**config.mk**
```make
export PLATFORM = sky130hd
export DESIGN_NAME = instr_fetch
export DESIGN_NICKNAME = d
export VERILOG_FILES = /design/src/rtl/instr_fetch_pkg.sv /design/src/rtl/fetch_skid_buf.sv /design/src/rtl/instr_fetch.sv
export SDC_FILE = /design/constraint.sdc
export NUM_CORES = 1
export LEC_CHECK = 0
export CAP_MARGIN = 25
export CELL_PAD_IN_SITES_DETAIL_PLACEMENT = 0
export CELL_PAD_IN_SITES_GLOBAL_PLACEMENT = 1
export CORE_MARGIN = 2
export CORE_UTILIZATION = 46
export CTS_BUF_LIST = sky130_fd_sc_hd__clkbuf_8
export DETAILED_ROUTE_END_ITERATION = 16
export PLACE_DENSITY = 0.88
export SKIP_LAST_GASP = 1
export SLEW_MARGIN = 25
export SYNTH_ARGS = -nofsm -noshare
export SYNTH_HDL_FRONTEND = slang
export SYNTH_SLANG_ARGS = --single-unit
export TNS_END_PERCENT = 50
```
**constraint.sdc**
```tcl
create_clock -name i_clk -period 6.4 [get_ports i_clk]
set_input_delay 0.64 -clock i_clk [delete_from_list [all_inputs] [get_ports i_clk]]
set_output_delay 0.64 -clock i_clk [all_outputs]
set_load 0.01 [all_outputs]
```
**src/rtl/instr_fetch_pkg.sv**
```systemverilog
// -----------------------------------------------------------------------------
// instr_fetch_pkg
// Shared definitions for the instruction fetch stage and its skid buffer:
// default datapath width, instruction word size, the no-op instruction used
// as the bubble value, and the fetch state encoding.
// -----------------------------------------------------------------------------
package instr_fetch_pkg;

   localparam int XLEN_DEF   = 32;
   localparam int INSTR_SIZE = 32;

   // ADDI x0,x0,0. Must never be zero: opcode 0 decodes as illegal.
   localparam logic [INSTR_SIZE-1:0] NOP_INSTR_DEF = 32'h0000_0013;

   typedef enum logic [1:0] {
      ST_REQ  = 2'd0,  // requesting (or ready to request) the word at pc
      ST_FULL = 2'd1,  // skid holds a word, output stalled, no request
      ST_DROP = 2'd2   // waiting out a stale request after a redirect
   } fetch_state_e;

endpackage

```
**src/rtl/fetch_skid_buf.sv**
```systemverilog
// -----------------------------------------------------------------------------
// fetch_skid_buf
// One-entry {instr, pc} holding buffer for a stalled pipeline stage.
//   i_clk, i_rst        : clock, synchronous active-high reset (empties buffer)
//   i_load              : capture i_instr/i_pc and mark full
//   i_unload            : mark empty (contents are read on o_instr/o_pc)
//   i_clear             : discard contents; wins over load/unload
//   o_full              : buffer holds a valid entry
//   o_instr, o_pc       : stored entry
// -----------------------------------------------------------------------------
module fetch_skid_buf
   import instr_fetch_pkg::*;
#(
   parameter int XLEN = XLEN_DEF
) (
   input  logic                  i_clk,
   input  logic                  i_rst,
   input  logic                  i_load,
   input  logic                  i_unload,
   input  logic                  i_clear,
   input  logic [INSTR_SIZE-1:0] i_instr,
   input  logic [XLEN-1:0]       i_pc,
   output logic                  o_full,
   output logic [INSTR_SIZE-1:0] o_instr,
   output logic [XLEN-1:0]       o_pc
);

   logic                  full_q,  full_d;
   logic [INSTR_SIZE-1:0] instr_q, instr_d;
   logic [XLEN-1:0]       pc_q,    pc_d;

   always_comb begin
      full_d  = full_q;
      instr_d = instr_q;
      pc_d    = pc_q;
      if (i_clear) begin
         full_d = 1'b0;
      end else if (i_load) begin
         full_d  = 1'b1;
         instr_d = i_instr;
         pc_d    = i_pc;
      end else if (i_unload) begin
         full_d = 1'b0;
      end
   end

   always_ff @(posedge i_clk) begin
      if (i_rst) begin
         full_q <= 1'b0;
      end else begin
         full_q <= full_d;
      end
   end

   // Payload needs no reset: it is only observed while full_q is set.
   always_ff @(posedge i_clk) begin
      instr_q <= instr_d;
      pc_q    <= pc_d;
   end

   assign o_full  = full_q;
   assign o_instr = instr_q;
   assign o_pc    = pc_q;

endmodule

```
**src/rtl/instr_fetch.sv**
```systemverilog
// -----------------------------------------------------------------------------
// instr_fetch
// Instruction fetch stage feeding decode. Owns the PC, issues single-
// outstanding req/ack reads to instruction memory, presents the registered
// instruction and its PC, absorbs decode stalls with a 1-entry skid buffer,
// and restarts on redirect (branch, JAL/JALR, trap entry).
//   i_clk, i_rst             : clock, synchronous active-high reset
//   i_Stall                  : decode cannot accept; output is held
//   i_Redirect/i_Redirect_PC : flush and refetch from target (bits [1:0] ignored)
//   o_IM_req/o_IM_addr       : memory request, held stable until i_IM_ack
//   i_IM_ack/i_IM_data       : read completion and fetched word
//   o_Instr/o_PC/o_Valid     : instruction to decode (NOP_INSTR when invalid)
// -----------------------------------------------------------------------------
module instr_fetch
   import instr_fetch_pkg::*;
#(
   parameter int                    XLEN      = XLEN_DEF,
   parameter logic [XLEN-1:0]       RESET_PC  = '0,
   parameter logic [INSTR_SIZE-1:0] NOP_INSTR = NOP_INSTR_DEF
) (
   input  logic                  i_clk,
   input  logic                  i_rst,
   input  logic                  i_Stall,
   input  logic                  i_Redirect,
   input  logic [XLEN-1:0]       i_Redirect_PC,
   output logic                  o_IM_req,
   output logic [XLEN-1:0]       o_IM_addr,
   input  logic                  i_IM_ack,
   input  logic [INSTR_SIZE-1:0] i_IM_data,
   output logic [INSTR_SIZE-1:0] o_Instr,
   output logic [XLEN-1:0]       o_PC,
   output logic                  o_Valid
);

   fetch_state_e          state_q, state_d;
   logic [XLEN-1:0]       pc_q, pc_d;
   logic [XLEN-1:0]       drop_pc_q, drop_pc_d;
   logic                  launched_q, launched_d;
   logic                  valid_q, valid_d;
   logic [INSTR_SIZE-1:0] instr_q, instr_d;
   logic [XLEN-1:0]       opc_q, opc_d;

   logic                  consumed, req, ack;
   logic [XLEN-1:0]       im_addr, redirect_tgt, pc_inc;
   logic                  skid_load, skid_unload, skid_full;
   logic [INSTR_SIZE-1:0] skid_instr;
   logic [XLEN-1:0]       skid_pc;

   // Masking rather than slicing keeps every target bit referenced.
   assign redirect_tgt = i_Redirect_PC & ~XLEN'(3);
   assign pc_inc       = pc_q + XLEN'(4);

   always_comb begin
      consumed = !valid_q || !i_Stall;

      // A request launches in REQ only when the output can take it; once
      // launched it stays up until acked. DROP keeps the stale request up.
      req = 1'b0;
      if (!i_rst) begin
         unique case (state_q)
            ST_REQ:  req = launched_q || consumed;
            ST_DROP: req = 1'b1;
            default: req = 1'b0;
         endcase
      end
      ack     = req && i_IM_ack;
      im_addr = (state_q == ST_DROP) ? drop_pc_q : pc_q;

      state_d     = state_q;
      pc_d        = pc_q;
      drop_pc_d   = drop_pc_q;
      launched_d  = launched_q;
      valid_d     = valid_q;
      instr_d     = instr_q;
      opc_d       = opc_q;
      skid_load   = 1'b0;
      skid_unload = 1'b0;

      if (i_Redirect) begin
         valid_d    = 1'b0;
         instr_d    = NOP_INSTR;
         opc_d      = redirect_tgt;
         pc_d       = redirect_tgt;
         launched_d = 1'b0;
         // A request still in flight must be waited out at its old address.
         if (req && !ack) begin
            state_d   = ST_DROP;
            drop_pc_d = im_addr;
         end else begin
            state_d = ST_REQ;
         end
      end else begin
         unique case (state_q)
            ST_REQ: begin
               launched_d = req && !ack;
               if (ack) begin
                  pc_d = pc_inc;
                  if (consumed) begin
                     valid_d = 1'b1;
                     instr_d = i_IM_data;
                     opc_d   = pc_q;
                  end else begin
                     skid_load = 1'b1;
                     state_d   = ST_FULL;
                  end
               end
            end
            ST_FULL: begin
               if (skid_full && !i_Stall) begin
                  valid_d     = 1'b1;
                  instr_d     = skid_instr;
                  opc_d       = skid_pc;
                  skid_unload = 1'b1;
                  state_d     = ST_REQ;
               end
            end
            ST_DROP: begin
               if (ack) begin
                  state_d    = ST_REQ;
                  launched_d = 1'b0;
               end
            end
            default: state_d = ST_REQ;
         endcase
      end
   end

   always_ff @(posedge i_clk) begin
      if (i_rst) begin
         state_q    <= ST_REQ;
         pc_q       <= RESET_PC;
         launched_q <= 1'b0;
         valid_q    <= 1'b0;
         instr_q    <= NOP_INSTR;
         opc_q      <= RESET_PC;
      end else begin
         state_q    <= state_d;
         pc_q       <= pc_d;
         launched_q <= launched_d;
         valid_q    <= valid_d;
         instr_q    <= instr_d;
         opc_q      <= opc_d;
      end
   end

   // Stale address is only read in DROP, which always loads it first.
   always_ff @(posedge i_clk) begin
      drop_pc_q <= drop_pc_d;
   end

   fetch_skid_buf #(
      .XLEN (XLEN)
   ) u_skid (
      .i_clk    (i_clk),
      .i_rst    (i_rst),
      .i_load   (skid_load),
      .i_unload (skid_unload),
      .i_clear  (i_Redirect),
      .i_instr  (i_IM_data),
      .i_pc     (pc_q),
      .o_full   (skid_full),
      .o_instr  (skid_instr),
      .o_pc     (skid_pc)
   );

   assign o_IM_req  = req;
   assign o_IM_addr = im_addr;
   assign o_Instr   = instr_q;
   assign o_PC      = opc_q;
   assign o_Valid   = valid_q;

endmodule

```
Word-level counts from Yosys, hierarchy flattened:

Cells that the tools add are included.

* $add $sub $neg: 1
* equality and inequality tests: 11
* multiplexer cells: 37
* bitwise gates (word level): 1
* reductions and logical operators: 24

Operators by type and width (count)
* 2-to-1 mux 32 bit: 11
* one-hot mux 32 bit (2 select lines): 2
* adder 32 x 3 -> 32 bit, second input constant: 1
* != test 3 bit, second input constant: 5
* 2-to-1 mux 1 bit: 14
* 2-to-1 mux 2 bit: 6
* AND reduction 4 bit: 3
* AND reduction 2 bit: 5
* nonzero test 2 bit: 5
* != test 2 bit, second input constant: 4
* one-hot mux 1 bit (2 select lines): 3
* one-hot mux 2 bit (3 select lines): 1
* logical AND 1 bit: 3
* logical NOT 1 bit: 3
* nonzero test 3 bit: 1
* == test 2 x 1 -> 1 bit, second input constant: 1
* == test 2 bit, second input constant: 1
* logical NOT 2 bit: 1
* logical OR 1 bit: 2
* OR reduction 2 bit: 1
* NOT 1 bit: 1

* flip-flop bits (word level): 197
* input bits: 69
* logic and storage cells: 86

Longest topological paths before layout:

* word-level depth: 10
* mapped depth: 8

Modules after synthesis:

From an unflattened synthesis, not the netlist that was laid out.

* cell total of the unflattened synthesis: 721
* area, all modules: 8250.4 um^2

Modules (own cells, without submodules)
* instr_fetch: times used 1, cells each 652, area each 6277.3 um^2, sequential area each 2922.8 um^2
* fetch_skid_buf: times used 1, cells each 69, area each 1973.1 um^2, sequential area each 1941.9 um^2

Least setup slack after synthesis:

Ideal clock, no wire load.

* path type: input -> register
* start point: in i_rst
* end point: reg drop_pc_q[0] (enable)
* setup time: 0.469 ns
* arrival time: 4.060 ns
* required time: 5.931 ns
* slack: 1.871 ns
* cell stages on the path: 4
* path buffers: 2
* cells stage by stage: clkbuf_1 clkbuf_1 a211oi_1 nor3b_1

* cells in the longest elaborated chain, start to end: 5

RTL lines
* start, declared: line instr_fetch.sv:22 `input logic i_rst,`
* 2-to-1 mux 1 bit (*): line instr_fetch.sv:59 `if (!i_rst) begin`
* via o_IM_req: line instr_fetch.sv:26 `output logic o_IM_req,`
* logical AND 1 bit: line instr_fetch.sv:66 `ack = req && i_IM_ack;`
* logical NOT 1 bit: line instr_fetch.sv:86 `if (req && !ack) begin`
* logical AND 1 bit (*): line instr_fetch.sv:86
* AND reduction 2 bit (no source line) (*)
* end signal, assigned: line instr_fetch.sv:148 `drop_pc_q <= drop_pc_d;`
* end, declared: line instr_fetch.sv:37 `logic [XLEN-1:0] drop_pc_q, drop_pc_d;`

Mark *: on every way through the listed nets, which the timed path passes. The rest lies on a longest branch.
A chain may end at the register's enable or synchronous reset.

Worst setup path in the final report:

* start point: reg state_q[1]
* end point: out o_IM_addr[31]

* cells in the longest elaborated chain, start to end: 2

RTL lines
* start, declared: line instr_fetch.sv:35 `fetch_state_e state_q, state_d;`
* start signal, assigned: line instr_fetch.sv:137 `state_q <= state_d;`
* == test 2 bit: line instr_fetch.sv:67 `im_addr = (state_q == ST_DROP) ? drop_pc_q : pc_q;`
* 2-to-1 mux 32 bit: line instr_fetch.sv:67
* end, declared: line instr_fetch.sv:27 `output logic [XLEN-1:0] o_IM_addr,`

No other way between the ends.

==> results.md <==
- Die W: about 140 um
- Drt drc: 0
- Grt ovf: 0
- Core area: approximately 18000 um2
- CTS Buffer Depth: 2
- Area of the mapped netlist: around 8600 um2
- Reg2reg path depth: 5
- Net count, final: approximately 930
- CTS tree: built
- Yosys warns: 0
- CP startpoint kind: flop
- Top_reg_cell synth: dfxtp_1
- TritonCTS Buffers: 17
- Post-synth ARST share: 0%
- I/O Pins: approximately 170
- Vias per Instance: 6.34
- Least-Margin Pin Slew: about 940 ps
- Worst-Skew Late Latency: between 400 and 500 ps
- DIE HEIGHT: 140 um
- First-pass GRT wire length: ~37000 um
- Reg2Reg Setup Slack: ~2800 ps
- CTS H-Tree Depth: 4
- Effective utilization at floorplan: around 47%
- # clock sinks: about 190
- # rows: between 40 and 50
- Fillers: between 1000 and 1500
- Estimated wirelength of the detail-placed design: between 10000 and 15000 um
- IO buf count: 162
- RR Endpoint: u_skid.o_pc[28]$_DFFE_PP_
- Static Leakage: around 3.4 nW
- Max-slew headroom: 37.5%
- Top cells by area, synth: edfxtp_1 33%, dfxtp_1 23%, mux2i_1 7.0%, a311oi_1 4.1%, mux2_2 3.7%
- Synthesis-stage register bit count: roughly 190
- Worst path max stage delay: ~790 ps
- Final Slew Violations: 0
- Fin crit share: 63.7%
- Commonest cells in the netlist: 97 x dfxtp_1, 94 x edfxtp_1, 60 x mux2i_1, 57 x clkbuf_1, 40 x a311oi_1
- Worst Path Required: 5760 ps
- CP Class: reg -> out
- Die Footprint: between 15000 and 20000 um2
- RSZ-0062 raised after global routing: no
- Hold buffer count at cts: 0
- Antenna Nets Post-Route: 0
- Critical path peak fanout: 64
- Post-Synthesis Cells: ~740
- Setup Skew: between 15 and 20 ps
- PD cells: between 200 and 250 nW/um2
- Synth unique cells: between 60 and 70
- Worst Setup End Kind: primary output
- Top-area cell type share of the netlist area: about 33%
- Hold Path Cell Cnt: 1
- Post-cts resize count: 0
- Syn avg cell area: between 10 and 15 um2
- Total Wirelength: 23500 um
- Hold_ws: 508 ps
- Crit path DAT: 3440 ps
- Post-route setup TNS: 0 ps
- Total GRT Usage: 23.5%
- Initial antenna violation count: 0
- Layout cells sized above 1: between 10% and 20%
- P&R area growth vs syn: 25.6%
- Worst vdd rail ir drop: about 0.14 mV
- Max-cap violations: 0
- Hold Path Origin: o_PC[29]$_SDFFE_PP0P_
- Routed WL per cell: between 20 and 25 um
- Hold Fails Final Rpt: 0
- Pwr Total: about 2.5 mW
- Status: finished, final reports clean
- Drt initial violations: between 400 and 500
- Pre-antenna DRT Iters: 6
- Crit-path slowest cell: nor2_4
- Setup Buffers After CTS: 0
- Cell Area, Placed: between 10000 and 15000 um2
- Root cell of the clock tree: clkbuf_8
- Final Setup Violations: 0
- Sequential area share after synthesis: 55.7%
- Design Area, Final: between 10000 and 15000 um2
- Hold endpoint: o_PC[29]$_SDFFE_PP0P_
- Largest net degree at the start of global routing: just under 80
- Via count: about 7000
- EDFF count, synth: 94
- Min-Delay Path Class: reg -> reg
- Ant diodes: 0
- GPL Wtd Cong: between 0.8 and 0.9
- Cell Chain, Critical Path: clkinv_2 > nor2_4 > buf_16 > mux2_2 > clkdlybuf4s50_1
- Reg2Reg Launch Point: state_q[1]$_SDFFE_PP0P_
- Min Clock Period, post-route: about 4100 ps
- Most numerous cell in the Yosys netlist: dfxtp_1
- Peak Freq: 0.245 GHz
- Vias in the first global route: ~6800
- Clock slew seen by the registers of the worst setup and hold paths: ~100 ps
- Area leader, netlist: edfxtp_1
==> worst max path at each step <==
stage	from	endpoint
detailed placement	i_rst	o_Instr[0]$_SDFFE_PP1P_
global placement	i_rst	o_PC[29]$_SDFFE_PP0P_
CTS	state_q[1]$_SDFFE_PP0P_	o_IM_addr[31]
global route	state_q[1]$_SDFFE_PP0P_	o_IM_addr[29]
floorplan	i_rst	drop_pc_q[0]$_DFFE_PP_
finish	state_q[1]$_SDFFE_PP0P_	o_IM_addr[31]
==> cell families (layout without fill, tap and decap cells) <==
family | count (synthesis) | after routing | share of synthesized area [%]
AO/OA/AOI/OAI | 186 | 186 | 16.5
XOR/XNOR | 5 | 5 | 0.512
adder cells (fa/ha/maj) | 1 | 1 | 0.146
buffers and inverters | 83 | 214 | 4.03
flip-flops | 191 | 191 | 55.7
multiplexers | 88 | 88 | 10.7
other | 1 | 2 | 0.0438
AND/OR/NAND/NOR | 183 | 183 | 12.4
==> stage by stage <==
step           util [%]  std cells  setup WS, ps
3_3_place_gp       56.7       1064          2210
6_report           59.4       1099          2320
3_5_place_dp       57.0       1066          2390
4_1_cts            59.2       1098          2530
5_1_grt            59.4       1099          2130
2_1_floorplan         -        739          1870
==> registers in the layout, summed over array words and instances (netlist names) <==
register / cells
launched_q: 1
u_skid.o_pc: 30
pc_q: 30
state_q: 2
o_PC: 30
u_skid.o_full: 1
drop_pc_q: 32
o_Instr: 32
u_skid.o_instr: 32
o_Valid: 1
==> report_power, final <==
| part | total [mW] | switching [mW] | leakage, nW | internal (mW) |
|---|---|---|---|---|
| registers | 1.37 | 0.0401 | 1.67 | 1.33 |
| clock network | 0.808 | 0.479 | 0.203 | 0.328 |
| logic | 0.334 | 0.170 | 1.48 | 0.164 |
==> per-layer routing <==
layer / up-vias / track usage (%) / routed length [um]
met5: - / 0 / 0
met4: 0 / 8.24 / 395
met1: 3420 / 30.8 / 10200
met2: 314 / 38.3 / 11300
met3: 40 / 5.26 / 1630
li1: 3195 / - / -
==> cells in the final DEF (no fill, tap or decap), types with 14 or more instances in the layout <==
master,synthesis,layout
a21oi_1,36,36
a311oi_1,40,40
clkbuf_8,0,17
clkdlybuf4s50_1,0,161
dfxtp_1,97,96
edfxtp_1,94,94
mux2_2,28,28
mux2i_1,60,60
nand3_1,38,38
nor2_1,37,36
o2111ai_1,28,28
o21ai_0,14,14
o311ai_0,31,31
==> critical path, delay by kind of cell (launching register included) <==
family	cells	cell delay, ps
DFF	1	360
and+or+nand+nor	1	790
muxes	1	350
buffers and inverters	3	1450
==> area by class of cell <==
cell class / instances / area (um2) / share of cell area (%)
Timing Repair Buffer: 174 / 1760 / 16.4
Tap cell: 229 / 287 / 2.66
Clock buffer: 17 / 234 / 2.18
Inverter: 8 / 33.8 / 0.314
Sequential cell: 191 / 4770 / 44.3
Clock inverter: 15 / 174 / 1.62
Multi-Input combinational cell: 465 / 3500 / 32.5
(Power assumes the default switching activity.)
